## config.mk

```make
export PLATFORM = sky130hd
export DESIGN_NAME = vai_regfile
export DESIGN_NICKNAME = d
export VERILOG_FILES = /design/src/rtl/vai_regfile.sv
export SDC_FILE = /design/constraint.sdc
export NUM_CORES = 1
export LEC_CHECK = 0
export ABC_CLOCK_PERIOD_IN_PS = 3800
export CELL_PAD_IN_SITES_DETAIL_PLACEMENT = 1
export CELL_PAD_IN_SITES_GLOBAL_PLACEMENT = 1
export CORE_UTILIZATION = 40
export DETAILED_ROUTE_END_ITERATION = 16
export MAX_ROUTING_LAYER = met4
export PLACE_DENSITY = 0.79
export SLEW_MARGIN = 20
export SYNTH_ARGS = -nofsm -noshare
export SYNTH_HDL_FRONTEND = slang
export SYNTH_SLANG_ARGS = --single-unit
export TNS_END_PERCENT = 100
```

## constraint.sdc

```tcl
create_clock -name Clk_i -period 3.8 [get_ports Clk_i]
set_input_delay 0.57 -clock Clk_i [delete_from_list [all_inputs] [get_ports Clk_i]]
set_output_delay 0.57 -clock Clk_i [all_outputs]
set_load 0.01 [all_outputs]
```

## src/rtl/vai_regfile.sv

```systemverilog
// vai_regfile: framed register-file access block.
// An input frame (header, optional length or data words) reads or writes a
// small register file; every frame is answered with header, read data (if
// any) and a footer carrying the error flags.
module vai_regfile #(
  parameter int DATA_W    = 8,
  parameter int REG_NUM   = 8,
  parameter int MAX_BURST = 16
) (
  input  logic                      Clk_i,
  input  logic                      Reset_i,
  input  logic [DATA_W-1:0]         Din_i,
  input  logic                      DinValid_i,
  input  logic                      DinStart_i,
  input  logic                      DinStop_i,
  output logic                      DinAccept_o,
  output logic [DATA_W-1:0]         Dout_o,
  output logic                      DoutValid_o,
  output logic                      DoutStart_o,
  output logic                      DoutStop_o,
  input  logic                      DoutAccept_i,
  output logic [REG_NUM*DATA_W-1:0] Reg_o
);

  localparam int ADDR_W = DATA_W - 4;
  // One spare bit so the pointer can saturate above any legal address.
  localparam int PTR_W  = ADDR_W + 1;
  localparam int IDX_W  = (REG_NUM > 1) ? $clog2(REG_NUM) : 1;
  localparam int CNT_W  = $clog2(MAX_BURST + 1);
  localparam int LEN_W  = (DATA_W > CNT_W) ? DATA_W : CNT_W;

  localparam logic [PTR_W-1:0] REG_LIM     = PTR_W'(REG_NUM);
  localparam logic [CNT_W-1:0] BURST_LIM   = CNT_W'(MAX_BURST);
  localparam logic [LEN_W-1:0] BURST_LIM_L = LEN_W'(MAX_BURST);
  localparam logic [3:0]       CMD_READ    = 4'd0;
  localparam logic [3:0]       CMD_WRITE   = 4'd1;

  typedef enum logic [2:0] {
    GET_HEADER  = 3'd0,
    GET_LEN     = 3'd1,
    SET_DATA    = 3'd2,
    DISCARD     = 3'd3,
    SEND_HEADER = 3'd4,
    SEND_DATA   = 3'd5,
    SEND_FOOTER = 3'd6
  } state_t;

  state_t              state_q, state_d;
  logic [DATA_W-1:0]   hdr_q, hdr_d;
  logic [PTR_W-1:0]    ptr_q, ptr_d;
  logic [CNT_W-1:0]    cnt_q, cnt_d;
  logic [CNT_W-1:0]    len_q, len_d;
  logic                err_frame_q, err_frame_d;
  logic                err_len_q, err_len_d;
  logic                err_cmd_q, err_cmd_d;
  logic                err_addr_q, err_addr_d;
  logic                wr_en;
  logic [DATA_W-1:0]   regs_q [REG_NUM];

  logic                in_st;
  logic                out_st;
  logic                din_take;
  logic                dout_take;
  logic                ptr_ok;
  logic [LEN_W-1:0]    din_len;
  logic [CNT_W-1:0]    cnt_inc;
  logic [PTR_W-1:0]    ptr_inc;
  logic [DATA_W-1:0]   rd_word;

  function automatic logic [PTR_W-1:0] sat_inc_ptr(input logic [PTR_W-1:0] v);
    return (&v) ? v : v + 1'b1;
  endfunction

  function automatic logic [CNT_W-1:0] sat_inc_cnt(input logic [CNT_W-1:0] v);
    return (v >= BURST_LIM) ? v : v + 1'b1;
  endfunction

  assign in_st     = ((state_q == GET_HEADER) || (state_q == GET_LEN) ||
                      (state_q == SET_DATA)   || (state_q == DISCARD)) && !Reset_i;
  assign out_st    = (state_q == SEND_HEADER) || (state_q == SEND_DATA) ||
                     (state_q == SEND_FOOTER);
  assign DinAccept_o = in_st;
  assign din_take  = DinValid_i && in_st;
  assign dout_take = DoutAccept_i && out_st;
  assign ptr_ok    = ptr_q < REG_LIM;
  assign din_len   = LEN_W'(Din_i);
  assign cnt_inc   = sat_inc_cnt(cnt_q);
  assign ptr_inc   = sat_inc_ptr(ptr_q);
  assign rd_word   = ptr_ok ? regs_q[ptr_q[IDX_W-1:0]] : '0;

  // Next-state, frame bookkeeping and response word selection.
  always_comb begin
    state_d     = state_q;
    hdr_d       = hdr_q;
    ptr_d       = ptr_q;
    cnt_d       = cnt_q;
    len_d       = len_q;
    err_frame_d = err_frame_q;
    err_len_d   = err_len_q;
    err_cmd_d   = err_cmd_q;
    err_addr_d  = err_addr_q;
    wr_en       = 1'b0;
    Dout_o      = '0;
    DoutValid_o = 1'b0;
    DoutStart_o = 1'b0;
    DoutStop_o  = 1'b0;
    case (state_q)
      GET_HEADER: begin
        if (din_take && DinStart_i) begin
          hdr_d       = Din_i;
          ptr_d       = {1'b0, Din_i[DATA_W-1:4]};
          cnt_d       = '0;
          len_d       = '0;
          err_frame_d = 1'b0;
          err_len_d   = 1'b0;
          err_cmd_d   = 1'b0;
          err_addr_d  = 1'b0;
          if (Din_i[3:0] == CMD_READ) begin
            if (DinStop_i) begin
              len_d   = CNT_W'(1);
              state_d = SEND_HEADER;
            end else begin
              state_d = GET_LEN;
            end
          end else if (Din_i[3:0] == CMD_WRITE) begin
            if (DinStop_i) begin
              err_frame_d = 1'b1;
              state_d     = SEND_HEADER;
            end else begin
              state_d = SET_DATA;
            end
          end else begin
            err_cmd_d = 1'b1;
            state_d   = DinStop_i ? SEND_HEADER : DISCARD;
          end
        end
      end
      GET_LEN: begin
        if (din_take) begin
          if (din_len == '0) begin
            err_len_d = 1'b1;
            len_d     = '0;
          end else if (din_len > BURST_LIM_L) begin
            err_len_d = 1'b1;
            len_d     = BURST_LIM;
          end else begin
            len_d = CNT_W'(din_len);
          end
          if (DinStop_i) begin
            state_d = SEND_HEADER;
          end else begin
            err_frame_d = 1'b1;
            state_d     = DISCARD;
          end
        end
      end
      SET_DATA: begin
        if (din_take) begin
          wr_en = (cnt_q < BURST_LIM) && ptr_ok;
          if (!ptr_ok)             err_addr_d = 1'b1;
          if (cnt_q == BURST_LIM)  err_len_d  = 1'b1;
          ptr_d = ptr_inc;
          cnt_d = cnt_inc;
          if (DinStop_i) state_d = SEND_HEADER;
        end
      end
      DISCARD: begin
        if (din_take && DinStop_i) state_d = SEND_HEADER;
      end
      SEND_HEADER: begin
        DoutValid_o = 1'b1;
        DoutStart_o = 1'b1;
        Dout_o      = hdr_q;
        if (dout_take) begin
          cnt_d = '0;
          if ((hdr_q[3:0] == CMD_READ) && (len_q != '0) && !err_cmd_q)
            state_d = SEND_DATA;
          else
            state_d = SEND_FOOTER;
        end
      end
      SEND_DATA: begin
        DoutValid_o = 1'b1;
        Dout_o      = rd_word;
        if (dout_take) begin
          if (!ptr_ok) err_addr_d = 1'b1;
          ptr_d = ptr_inc;
          cnt_d = cnt_inc;
          if (cnt_inc == len_q) state_d = SEND_FOOTER;
        end
      end
      SEND_FOOTER: begin
        DoutValid_o = 1'b1;
        DoutStop_o  = 1'b1;
        Dout_o      = DATA_W'({err_frame_q, err_len_q, err_cmd_q, err_addr_q});
        if (dout_take) state_d = GET_HEADER;
      end
      default: begin
        state_d = GET_HEADER;
      end
    endcase
  end

  // Control state and frame context registers.
  always_ff @(posedge Clk_i or posedge Reset_i) begin
    if (Reset_i) begin
      state_q     <= GET_HEADER;
      hdr_q       <= '0;
      ptr_q       <= '0;
      cnt_q       <= '0;
      len_q       <= '0;
      err_frame_q <= 1'b0;
      err_len_q   <= 1'b0;
      err_cmd_q   <= 1'b0;
      err_addr_q  <= 1'b0;
    end else begin
      state_q     <= state_d;
      hdr_q       <= hdr_d;
      ptr_q       <= ptr_d;
      cnt_q       <= cnt_d;
      len_q       <= len_d;
      err_frame_q <= err_frame_d;
      err_len_q   <= err_len_d;
      err_cmd_q   <= err_cmd_d;
      err_addr_q  <= err_addr_d;
    end
  end

  // Register file: cleared by reset, written only by accepted in-range SET_DATA words.
  always_ff @(posedge Clk_i or posedge Reset_i) begin
    if (Reset_i) begin
      for (int k = 0; k < REG_NUM; k++) regs_q[k] <= '0;
    end else if (wr_en) begin
      regs_q[ptr_q[IDX_W-1:0]] <= Din_i;
    end
  end

  // Flattened register view.
  always_comb begin
    Reg_o = '0;
    for (int k = 0; k < REG_NUM; k++) Reg_o[k*DATA_W +: DATA_W] = regs_q[k];
  end

endmodule

```

==> results.md, run 1 <==
- CTS tree: yes
- Final HPWL from detailed placement: 10310 um
- Arrival @ worst endpoint: 2.99 ns
- Synth top area cells: dfrtp_1 49%, mux2_2 17%, mux4_2 7.6%, nand2_1 2.9%, o21ai_0 2.1%
- Clock Tree Root: clkbuf_16
- F_max: 0.2810 GHz
- Hold crit path type: reg -> reg
- Mapped Area: 4766 um^2
- Distinct cells, synth: 53
- Antenna Nets Post-Route: 0
- Dominant synthesized flop cell: dfrtp_1
- Slowest stage delay, CP: 1.04 ns
- Synthesized net count: 412
- Total I/O pin count: 90
- Seq/Total Area, Yosys: 49.36%
- Commonest non-fill, non-tap cell in the layout: dfrtp_1
- Final wirelength: 15080 um
- Startpoint Class: flop
- Worst R2R End: Reg_o[32]$_DFFE_PP0P_
- Vias in the first global route: 4134
- WP buf/inv: 1
- Post-cts resize count: 0
- RSZ-0062 raised after global routing: false
- Setup_tns: 0 ns
- Largest area contributor in the netlist: dfrtp_1
- Final setup fails: 0
- RD Place Congestion: 0.8258
- WP depth: 4
- H-tree levels: 3
- Crit-path max FO: 23
- Most frequent cells in the layout: 94 x dfrtp_1, 89 x clkdlybuf4s50_1, 72 x mux2_2
- Worst-Margin Slew: 1.050 ns
- Fraction of layout cells with a size suffix above 1: 25.57%
- Antenna violations before repair: 0
- Routed WL per cell: 24.02 um
- Initial Util: 41.38%
- Worst r2r src: state_q[0]$_DFFE_PP0P_
- Crit path max-delay family: flip-flops
- #FFs+latches synth: 94
- Slew HR: 29.98%
- Initial DRC count: 199
- Design Area, Final: 6120 um^2
- Die X: 111.2 um
- Row cnt: 39
- Worst EP required: 3.23 ns
- R2R setup slack: 0.75 ns
- Port buffer count: 89
- Hold violation total from the final report: 0
- Antenna Diode Count: 0
- Synth top area share: 49.36%
- Max_cap viols: 0
- Nets: 498
- Fin. max-slew vios: 0
- Hold-fix buffer count after cts: 0
- Total die area: 12360 um^2
- Gate Count Post-Synth: 394
- CP max-delay cell: dfrtp_1
- Critical path type: reg -> out
- Failing checks: DRC
- Number of buffers created by CTS: 9
- Final min period: 3.558 ns
- DR DRC count: 10
- Pwr dens: 673.7 nW/um^2
- Post-CTS Setup Inserts: 0
- Worst VDD drop: 0.0003023 V
- Worst clock skew: 0.008479 ns
- Status: finished, violations left
- End point of the critical path: Dout_o[2]
- Routed via count: 3691
- Max Buffers Root-to-Sink: 2
- Clock slew seen by the registers of the worst setup and hold paths: 0.07 ns
- Clock tree sinks: 94
- Syn-to-layout area delta: 28.41%
- Largest net degree at the start of global routing: 40
- FF-to-FF path depth: 5
- Avg Inst Size Synth: 12.10 um^2
- Gr ovfl total: 0
- Ys Warns: 0
- Ys async rst share: 100.0%
- Core region area: 11520 um^2
- DP Area: 5817 um^2
- P_leak: 2.736 nW
- Post-synth EDFFs: 0
- Fin crit share: 93.63%
- Vias per inst: 5.877
- Critical path endpoint category: primary output
- Chip Height: 111.2 um
- Crit-path cells: mux4_2 > mux2i_1 > o21ai_0 > clkdlybuf4s50_1
- First-pass GRT wire length: 24030 um
- Total track usage: 26.55%
- Iteration count of the initial detailed-routing pass: 11
- Worst skew pair latency: 0.35 ns
- CP Launch Point: ptr_q[0]$_DFFE_PP0P_
-- cell usage after synthesis, types with 3 or more instances --
cell,n
nor3_1,5
inv_1,6
clkbuf_1,17
nand2_1,37
a32oi_1,3
mux2i_1,9
a21oi_1,10
nand3_1,8
mux4_2,16
nor4_1,3
mux2_2,72
ha_1,4
o21ai_0,20
nor2_1,21
dfrtp_1,94
xnor2_1,4
buf_1,3
xor2_1,3
o31ai_1,3
nand2b_1,4
buf_2,4
a22oi_1,5
-- per-stage QoR --
stage | setup slack (ns) | std cells | util, % | total power [mW] | hold WS (ns)
4_1_cts | 0.2204 | 628 | 53.14 | 4.151 | 0.5030
6_report | 0.2419 | 628 | 53.14 | 4.123 | 0.5004
3_5_place_dp | 0.4395 | 612 | 50.51 | 3.185 | 0.4879
2_1_floorplan | 0.7813 | 394 | - | 2.415 | 0.4633
3_3_place_gp | 0.5246 | 612 | 50.51 | 3.094 | 0.4779
5_1_grt | 0.02210 | 628 | 53.14 | 4.344 | 0.5267
-- worst register-to-register path, stage by stage (launching register included) --
cell and delay, ns:
dfrtp_1 0.55, or4b_4 0.63, and4bb_1 0.45, nand2b_1 0.29, nor3_4 0.61, mux2_2 0.42
-- worst min path at each step --
stage | cells past startpoint | end | from
2_1_floorplan | 2 | err_frame_q$_DFFE_PP0P_ | err_frame_q$_DFFE_PP0P_
3_3_place_gp | 1 | err_len_q$_DFFE_PP0P_ | err_len_q$_DFFE_PP0P_
3_5_place_dp | 1 | err_len_q$_DFFE_PP0P_ | err_len_q$_DFFE_PP0P_
4_1_cts | 1 | err_len_q$_DFFE_PP0P_ | err_len_q$_DFFE_PP0P_
5_1_grt | 1 | err_len_q$_DFFE_PP0P_ | err_len_q$_DFFE_PP0P_
6_report | 1 | err_len_q$_DFFE_PP0P_ | err_len_q$_DFFE_PP0P_
-- cells by family (layout without fill, tap and decap cells) --
logic type | Yosys count | count (layout) | synth area share (%)
adder cells (fa/ha/maj) | 4 | 4 | 1.050
flip-flops | 94 | 94 | 49.36
AO/OA/AOI/OAI | 60 | 60 | 8.060
AND/OR/NAND/NOR | 100 | 100 | 11.00
multiplexers | 98 | 98 | 26.70
buffers and inverters | 31 | 122 | 2.546
XOR/XNOR | 7 | 7 | 1.286
-- flip-flops by register name (all words and copies together) (netlist names) --
register / cells
state_q: 3
Reg_o: 64
ptr_q: 5
err_addr_q: 1
err_cmd_q: 1
hdr_q: 8
err_len_q: 1
cnt_q: 5
len_q: 5
err_frame_q: 1
-- report_power, final --
group	switching [mW]	internal (mW)	total, mW
combinational	0.723	0.846	1.57
sequential	0.371	1.25	1.62
clock	0.415	0.519	0.934
-- cell type report --
| cell class | count | area, um^2 |
|---|---|---|
| clock buffers | 9 | 225.2 |
| clock inverters | 7 | 77.57 |
| fillers | 1210 | 5396 |
| inverters | 7 | 27.53 |
| multi-input cells | 269 | 2292 |
| flip-flops and latches | 94 | 2352 |
| well taps | 143 | 178.9 |
| repair buffers | 99 | 965.9 |
-- routing by layer --
layer	GRT usage, %	vias up	part of all wire [%]
met3	3.663	30	4.5
li1	-	1622	-
met5	-	-	0
met2	42.52	125	50
met4	12.07	0	2.8
met1	33.69	1914	43
No activity file was read; power rests on OpenSTA's default activity.
==> inputs of run 2 (changes only) <==
--- a/config.mk
+++ b/config.mk
@@ -9,6 +9,7 @@
 export CELL_PAD_IN_SITES_DETAIL_PLACEMENT = 1
 export CELL_PAD_IN_SITES_GLOBAL_PLACEMENT = 1
 export CORE_UTILIZATION = 40
+export CTS_CLUSTER_DIAMETER = 60
 export DETAILED_ROUTE_END_ITERATION = 16
 export MAX_ROUTING_LAYER = met4
 export PLACE_DENSITY = 0.79
==> results of run 2 <==
Final layout, timing and power as in run 1 (identical DEF).
==> inputs of run 3 (changes only) <==
--- a/config.mk
+++ b/config.mk
@@ -9,7 +9,6 @@
 export CELL_PAD_IN_SITES_DETAIL_PLACEMENT = 1
 export CELL_PAD_IN_SITES_GLOBAL_PLACEMENT = 1
 export CORE_UTILIZATION = 40
-export CTS_CLUSTER_DIAMETER = 60
 export DETAILED_ROUTE_END_ITERATION = 16
 export MAX_ROUTING_LAYER = met4
 export PLACE_DENSITY = 0.79
==> results of run 3 <==
Final layout, timing and power as in run 1 (identical DEF).
